[config.mk]
export PLATFORM = sky130hd
export DESIGN_NAME = cache_refill
export DESIGN_NICKNAME = d
export VERILOG_FILES = /design/src/rtl/cache_refill_pkg.sv /design/src/rtl/cache_refill.sv
export SDC_FILE = /design/constraint.sdc
export NUM_CORES = 1
export LEC_CHECK = 0
export BUFFER_PORTS_ARGS = -buffer_cell sky130_fd_sc_hd__buf_2
export CAP_MARGIN = 10
export CORE_AREA = 4 4 86 88
export CTS_CLUSTER_DIAMETER = 50
export CTS_CLUSTER_SIZE = 40
export DETAILED_ROUTE_END_ITERATION = 8
export DIE_AREA = 0 0 90 92
export PLACE_DENSITY = 0.85
export SETUP_SLACK_MARGIN = 0.1
export SLEW_MARGIN = 25
export SYNTH_ARGS = -nofsm -noshare
export SYNTH_HDL_FRONTEND = slang
export SYNTH_SLANG_ARGS = --single-unit
[constraint.sdc]
create_clock -name clk -period 4.8 [get_ports clk]
set_input_delay 0.24 -clock clk [delete_from_list [all_inputs] [get_ports clk]]
set_output_delay 0.24 -clock clk [all_outputs]
set_load 0.05 [all_outputs]
[src/rtl/cache_refill_pkg.sv]
// Shared constants and state encoding for the cache line refill engine.
package cache_refill_pkg;

   localparam int CACHE_INDEX_AW = 8;
   localparam int RAM_NUM        = 4;
   localparam int BANK_NUM       = 4;
   localparam int DATA_WIDTH     = 32;
   localparam int LINE_OFF_W     = 4;

   typedef enum logic [1:0] {
      ST_IDLE = 2'd0,
      ST_REQ  = 2'd1,
      ST_RECV = 2'd2,
      ST_DONE = 2'd3
   } refill_state_t;

endpackage

[src/rtl/cache_refill.sv]
// Cache line refill engine: fetches one 4-beat line from memory and writes it
// into the data banks, then writes the tag.
//
//   state | meaning
//   IDLE  | waiting for a miss; request latched on miss_req_i
//   REQ   | line read request presented, waiting for mem_req_ready_i
//   RECV  | accepting response beats, one bank per beat
//   DONE  | tag/valid write and completion pulse, one cycle
module cache_refill
   import cache_refill_pkg::*;
#(
   parameter int ADDR_WIDTH = 32,
   parameter int DATA_WIDTH = cache_refill_pkg::DATA_WIDTH,
   parameter int INDEX_AW   = cache_refill_pkg::CACHE_INDEX_AW,
   parameter int BANK_NUM   = cache_refill_pkg::BANK_NUM,
   parameter int RAM_NUM    = cache_refill_pkg::RAM_NUM
) (
   input  logic                                    clk,
   input  logic                                    rst,
   input  logic                                    miss_req_i,
   input  logic [ADDR_WIDTH-1:0]                   miss_addr_i,
   output logic                                    refill_busy_o,
   output logic                                    refill_done_o,
   output logic                                    refill_err_o,
   output logic                                    mem_req_valid_o,
   input  logic                                    mem_req_ready_i,
   output logic [ADDR_WIDTH-1:0]                   mem_req_addr_o,
   input  logic                                    mem_rsp_valid_i,
   output logic                                    mem_rsp_ready_o,
   input  logic [DATA_WIDTH-1:0]                   mem_rsp_data_i,
   input  logic                                    mem_rsp_last_i,
   output logic [INDEX_AW-1:0]                     bank_index_o,
   output logic [BANK_NUM*RAM_NUM-1:0]             bank_wr_en_o,
   output logic [DATA_WIDTH-1:0]                   bank_wr_data_o,
   output logic                                    tag_wr_en_o,
   output logic [ADDR_WIDTH-INDEX_AW-LINE_OFF_W-1:0] tag_o
);

   localparam int         WE_W     = BANK_NUM * RAM_NUM;
   localparam int         TAG_W    = ADDR_WIDTH - INDEX_AW - LINE_OFF_W;
   localparam logic [1:0] CNT_LAST = 2'(BANK_NUM - 1);

   refill_state_t         r_state;
   refill_state_t         w_next;
   logic [1:0]            r_cnt;
   logic [ADDR_WIDTH-1:0] r_line_addr;
   logic [INDEX_AW-1:0]   r_index;
   logic [TAG_W-1:0]      r_tag;
   logic [WE_W-1:0]       r_wr_en;
   logic [DATA_WIDTH-1:0] r_wr_data;
   logic                  r_err;
   logic                  w_accept;
   logic                  w_cnt_last;
   logic                  w_start;
   logic [WE_W-1:0]       w_beat_en;
   logic                  w_unused_offset;

   // The byte offset is irrelevant to a whole-line refill.
   assign w_unused_offset = ^miss_addr_i[LINE_OFF_W-1:0];

   assign w_start    = (r_state == ST_IDLE) && miss_req_i;
   assign w_accept   = (r_state == ST_RECV) && mem_rsp_valid_i;
   assign w_cnt_last = (r_cnt == CNT_LAST);
   assign w_beat_en  = {{(WE_W-RAM_NUM){1'b0}}, {RAM_NUM{1'b1}}} << (int'(r_cnt) * RAM_NUM);

   assign mem_req_addr_o = r_line_addr;
   assign bank_index_o   = r_index;
   assign tag_o          = r_tag;
   assign bank_wr_en_o   = r_wr_en;
   assign bank_wr_data_o = r_wr_data;
   assign refill_err_o   = r_err;

   // State register.
   always_ff @(posedge clk or posedge rst) begin
      if (rst) r_state <= ST_IDLE;
      else     r_state <= w_next;
   end

   // Next-state and state-decoded outputs.
   always_comb begin
      w_next          = r_state;
      refill_busy_o   = 1'b1;
      mem_req_valid_o = 1'b0;
      mem_rsp_ready_o = 1'b0;
      refill_done_o   = 1'b0;
      tag_wr_en_o     = 1'b0;
      case (r_state)
         ST_IDLE: begin
            refill_busy_o = 1'b0;
            if (miss_req_i) w_next = ST_REQ;
         end
         ST_REQ: begin
            mem_req_valid_o = 1'b1;
            if (mem_req_ready_i) w_next = ST_RECV;
         end
         ST_RECV: begin
            mem_rsp_ready_o = 1'b1;
            if (w_accept && w_cnt_last) w_next = ST_DONE;
         end
         ST_DONE: begin
            refill_done_o = 1'b1;
            tag_wr_en_o   = 1'b1;
            w_next        = ST_IDLE;
         end
         default: w_next = ST_IDLE;
      endcase
   end

   // Latch line address, index and tag when a miss is taken.
   always_ff @(posedge clk or posedge rst) begin
      if (rst) begin
         r_line_addr <= '0;
         r_index     <= '0;
         r_tag       <= '0;
      end else if (w_start) begin
         r_line_addr <= {miss_addr_i[ADDR_WIDTH-1:LINE_OFF_W], {LINE_OFF_W{1'b0}}};
         r_index     <= miss_addr_i[INDEX_AW+LINE_OFF_W-1:LINE_OFF_W];
         r_tag       <= miss_addr_i[ADDR_WIDTH-1:INDEX_AW+LINE_OFF_W];
      end
   end

   // Beat counter, registered bank write port and last-marker check.
   // Completion follows the counter; a wrong last marker only raises an error.
   always_ff @(posedge clk or posedge rst) begin
      if (rst) begin
         r_cnt     <= '0;
         r_wr_en   <= '0;
         r_wr_data <= '0;
         r_err     <= 1'b0;
      end else begin
         r_wr_en <= '0;
         r_err   <= 1'b0;
         if ((r_state == ST_REQ) && mem_req_ready_i) begin
            r_cnt <= '0;
         end else if (w_accept) begin
            r_cnt     <= r_cnt + 2'd1;
            r_wr_en   <= w_beat_en;
            r_wr_data <= mem_rsp_data_i;
            r_err     <= (mem_rsp_last_i != w_cnt_last);
         end
      end
   end

endmodule

==> metrics list <==
* Multiplexer area fraction after synthesis: between 20% and 30%
- Layout fillers: around 550
* Wire length of the first global-routing pass: roughly 10 mm
- The detail route stage leaves a number of antenna-violating nets equal to 0.
- Global routing used 15.15% of the available tracks across all layers.
- The pre-antenna-repair detailed-routing pass consisted of 4 iterations.
* Hold Violations, Final: 0
* Final Skew: 0.007330 ns
- Flop-to-flop setup slack: 2.81 ns
- Resize count post-CTS: 0
- By area, the combinational part of the netlist is dominated by multiplexers.
* Proportion of synthesized chip area in sequential cells: roughly 56%
- Worst hold path stage count: 2
- Total count of max-transition violations in the final report: 0
- The cell area that synthesis handed to floorplanning was just over 0.003 mm².
- Number of global-route vias before repair: 2035
* Area used by multi-input combinational logic: approximately 950 µm²
- Clk Latency, worst-skew pair: 0.33 ns
- Residual DRC: 0
- Via count normalized by instance count: 4.656
- By startpoint and endpoint, the worst setup path is classified as flop to flop.
- Setup repair after global routing left no endpoint under its margin.
- Number of buffers on the longest clock path: 2
* Count of max-cap constraint violations: 0
- Required time reported for the critical path endpoint: around 5.0 ns
- Predominant post-synthesis flop cell: sky130_fd_sc_hd__dfrtp_1
- Cell count after synthesis: about 220
- Reg2reg end: bank_wr_data_o[16]
* Post-synthesis register bit count: 69
- Worst-case headroom to the max-slew limit: between 40 and 50%
* Count of input and output buffers: 175
- After global routing the overflow that remains totals 0.
- For this design, the CTS-stage hold fixing added 0 buffers.
- In this run the worst hold path is classified as input port to flop.
* Leading post-synthesis cells by cell area: sky130_fd_sc_hd__dfrtp_1 (56%), sky130_fd_sc_hd__mux2_2 (22%), sky130_fd_sc_hd__buf_4 (11%), sky130_fd_sc_hd__ha_1 (3.7%), sky130_fd_sc_hd__buf_6 (1.1%)
- The largest single stage delay on the critical path is 0.42 ns.
- Setup violations, final: 0
- Library cell contributing the largest single delay on the critical path: sky130_fd_sc_hd__dfrtp_1
- TritonCTS built the clock tree.
* Share of the cycle needed by the critical path after routing: 41.50%
- Crit path launch type: flop
- Data arrives at the worst endpoint at 2.20 ns.
* Placed instance area: between 0.003 and 0.004 mm²
* Area Overhead vs Synth: 28.14%
- Placement row count: 30
* Global-route layer with the greatest usage: met2
* Result of the run: finished, final reports clean
* Ys Warns: 0
* Clock sink count: 69
- For this block, the initial DRC count from the detailed router was 39.
- Die X-Extent: 90 µm
* Core region area: 0.006644 mm²
- Share of the synthesized area in compound gates (AO/OA/AOI/OAI): 1.710%
- 184 I/O pins were placed.
* Min-delay src: miss_addr_i[17]
* Number of flops mapped to enable cells by yosys: 0
* Largest net degree at the start of global routing: 70
- CTS placed an instance of sky130_fd_sc_hd__clkbuf_8 at the clock tree root.
* Top delay family on crit path: flip-flops
- Mean Syn Cell Area: roughly 14 µm²
- Die area: between 0.008 and 0.009 mm²
- The path with the worst hold slack has its endpoint at tag_o[5].
- Clock-pin slew was measured on the worst setup and hold paths at about 0.080 ns.
- Slew of the pin with the lowest slew margin: 0.8659 ns
- Routed length per instance: 14.40 µm
* Xor/xnor cell area share of the yosys netlist: 0.5700%
- Highest net fanout along the worst path: 25
- R2R Path Start: r_state[0]
- Worst path buffer plus inverter count: 2
- Highest achievable clock rate: between 0.5 and 0.6 GHz
- The synthesized design spends more area on one cell type than any other, namely sky130_fd_sc_hd__dfrtp_1.
* Sequential cell area: about 0.0017 mm²
* TritonCTS Buffers: 9
- R2R depth: 6
- Area fraction in and, or, nand and nor cells after synthesis: 1.669%
- FFs w/ async S/R, synth: 100.0%
* Met3 track demand over resource: 4.922%
- Initial standard-cell utilization of the core: 46.25%
- After layout, the minimum clock period comes to roughly 2 ns.
* Final weighted congestion in routability-driven placement: around 0.73
- The detailed router placed 2058 vias in this run.
- Layout cell share with drive strength beyond 1: 70.72%
* Initial antenna violation count: 0
* Ordered list of cells on the worst path: inv_1 -> ha_1 -> nand2_2 -> a21oi_4 -> buf_16 -> mux2_2
- Final layout net count: 436
- After Yosys synthesis, full adders, half adders and majority gates account for 3.664% of the synthesized area.
- For met1 alone, demand over resource in global routing was 16.30%.
* Worst Setup End Kind: flop
- Yosys top cell area share: 56.19%
* Met2 Track Usage GR: ~27%
* Netlist cell types: 21
- Final instance area: 0.003938 mm²
- In this run the vertical extent of the chip is 92 µm.
- Final WL: 6.363 mm
- Detailed placement ended at an HPWL of 4.921 mm.
- Buffers inserted during post-CTS setup optimization: 0
* Count of antenna diodes in the layout: 0
- Total Negative Setup Slacks: 0 ns
- Number of H-tree branching levels: 3
==> per-stage QoR <==
step	utilization, %	cells	hold slack (ns)	setup slack [ns]
3_3_place_gp	55.48	425	0.4599	2.578
6_report	59.27	442	0.1333	2.808
2_1_floorplan	-	219	0.3224	2.679
5_1_grt	59.27	442	0.1147	2.690
3_5_place_dp	55.48	425	0.4712	2.531
4_1_cts	58.85	441	0.1153	2.505
==> synth_stat cells, types with 2 or more instances <==
cell	n
sky130_fd_sc_hd__buf_4	45
sky130_fd_sc_hd__and2_1	5
sky130_fd_sc_hd__ha_1	9
sky130_fd_sc_hd__nand2_2	2
sky130_fd_sc_hd__dfrtp_1	69
sky130_fd_sc_hd__mux2_1	2
sky130_fd_sc_hd__buf_6	3
sky130_fd_sc_hd__inv_1	8
sky130_fd_sc_hd__buf_2	2
sky130_fd_sc_hd__mux2_2	59
sky130_fd_sc_hd__a21oi_1	2
==> routing by layer <==
metal | wire length [µm] | vias up
met5 | 0 | -
met4 | 116 | 0
met3 | 454 | 9
met2 | 3473 | 90
met1 | 2319 | 1009
li1 | - | 950
==> final cells by class <==
cell class,count,area share (%)
clock buffers,10,3.495
inverters,8,0.7626
repair buffers,177,23.13
flip-flops and latches,69,43.85
clock inverters,6,2.193
well taps,80,2.542
multi-input cells,92,24.02
==> cells by family (layout without fill, tap and decap cells) <==
group / count (synthesis) / after routing
buffers and inverters: 58 / 201
AOI/OAI and AO/OA: 6 / 6
xor gates and xnor gates: 2 / 2
muxes: 62 / 62
DFF: 69 / 69
and+or+nand+nor: 9 / 9
other: 1 / 4
adders and majority gates: 9 / 9
==> how the worst max path moves through the flow <==
stage | cells after the start | slack [ns] | start | to
after CTS | 5 | 2.51 | r_state[0] | bank_wr_data_o[16]
after global placement | 5 | 2.58 | r_state[0] | bank_wr_data_o[14]
after detailed placement | 5 | 2.53 | r_state[0] | bank_wr_data_o[21]
final | 6 | 2.81 | r_state[0] | bank_wr_data_o[16]
after floorplan | 6 | 2.68 | r_state[0] | bank_wr_data_o[10]
after global routing | 6 | 2.69 | r_state[0] | bank_wr_data_o[16]
==> cells in the final DEF, fill, tap and decap left out <==
cell type                    instances
sky130_fd_sc_hd__xor2_1              1
sky130_fd_sc_hd__a2bb2oi_1           1
sky130_fd_sc_hd__buf_4               1
sky130_fd_sc_hd__nand2_2             2
sky130_fd_sc_hd__buf_2             175
sky130_fd_sc_hd__a22oi_1             1
sky130_fd_sc_hd__and2_1              5
sky130_fd_sc_hd__nand2_1             1
sky130_fd_sc_hd__ha_1                9
sky130_fd_sc_hd__xnor2_1             1
sky130_fd_sc_hd__buf_16              1
sky130_fd_sc_hd__mux2_2             59
sky130_fd_sc_hd__mux2i_1             1
sky130_fd_sc_hd__mux2_1              2
sky130_fd_sc_hd__a21oi_4             1
sky130_fd_sc_hd__clkinv_2            2
sky130_fd_sc_hd__bufinv_16           2
sky130_fd_sc_hd__clkbuf_8           10
sky130_fd_sc_hd__a21oi_1             2
sky130_fd_sc_hd__a222oi_1            1
sky130_fd_sc_hd__conb_1              4
sky130_fd_sc_hd__dfrtp_1            69
sky130_fd_sc_hd__inv_1               7
sky130_fd_sc_hd__nor2_1              1
sky130_fd_sc_hd__clkinv_4            1
sky130_fd_sc_hd__clkinvlp_4          1
sky130_fd_sc_hd__inv_2               1
==> flip-flops by register name (all words and copies together) (netlist names) <==
register and count:
refill_err_o 1, tag_o 20, r_state 2, mem_req_addr_o 1, bank_wr_data_o 32, r_cnt 2, bank_index_o 7, bank_wr_en_o 4
Power is left out: the tool's default activity adds up to more than one toggle a clock period on the data nets, which glitch-free logic cannot reach.
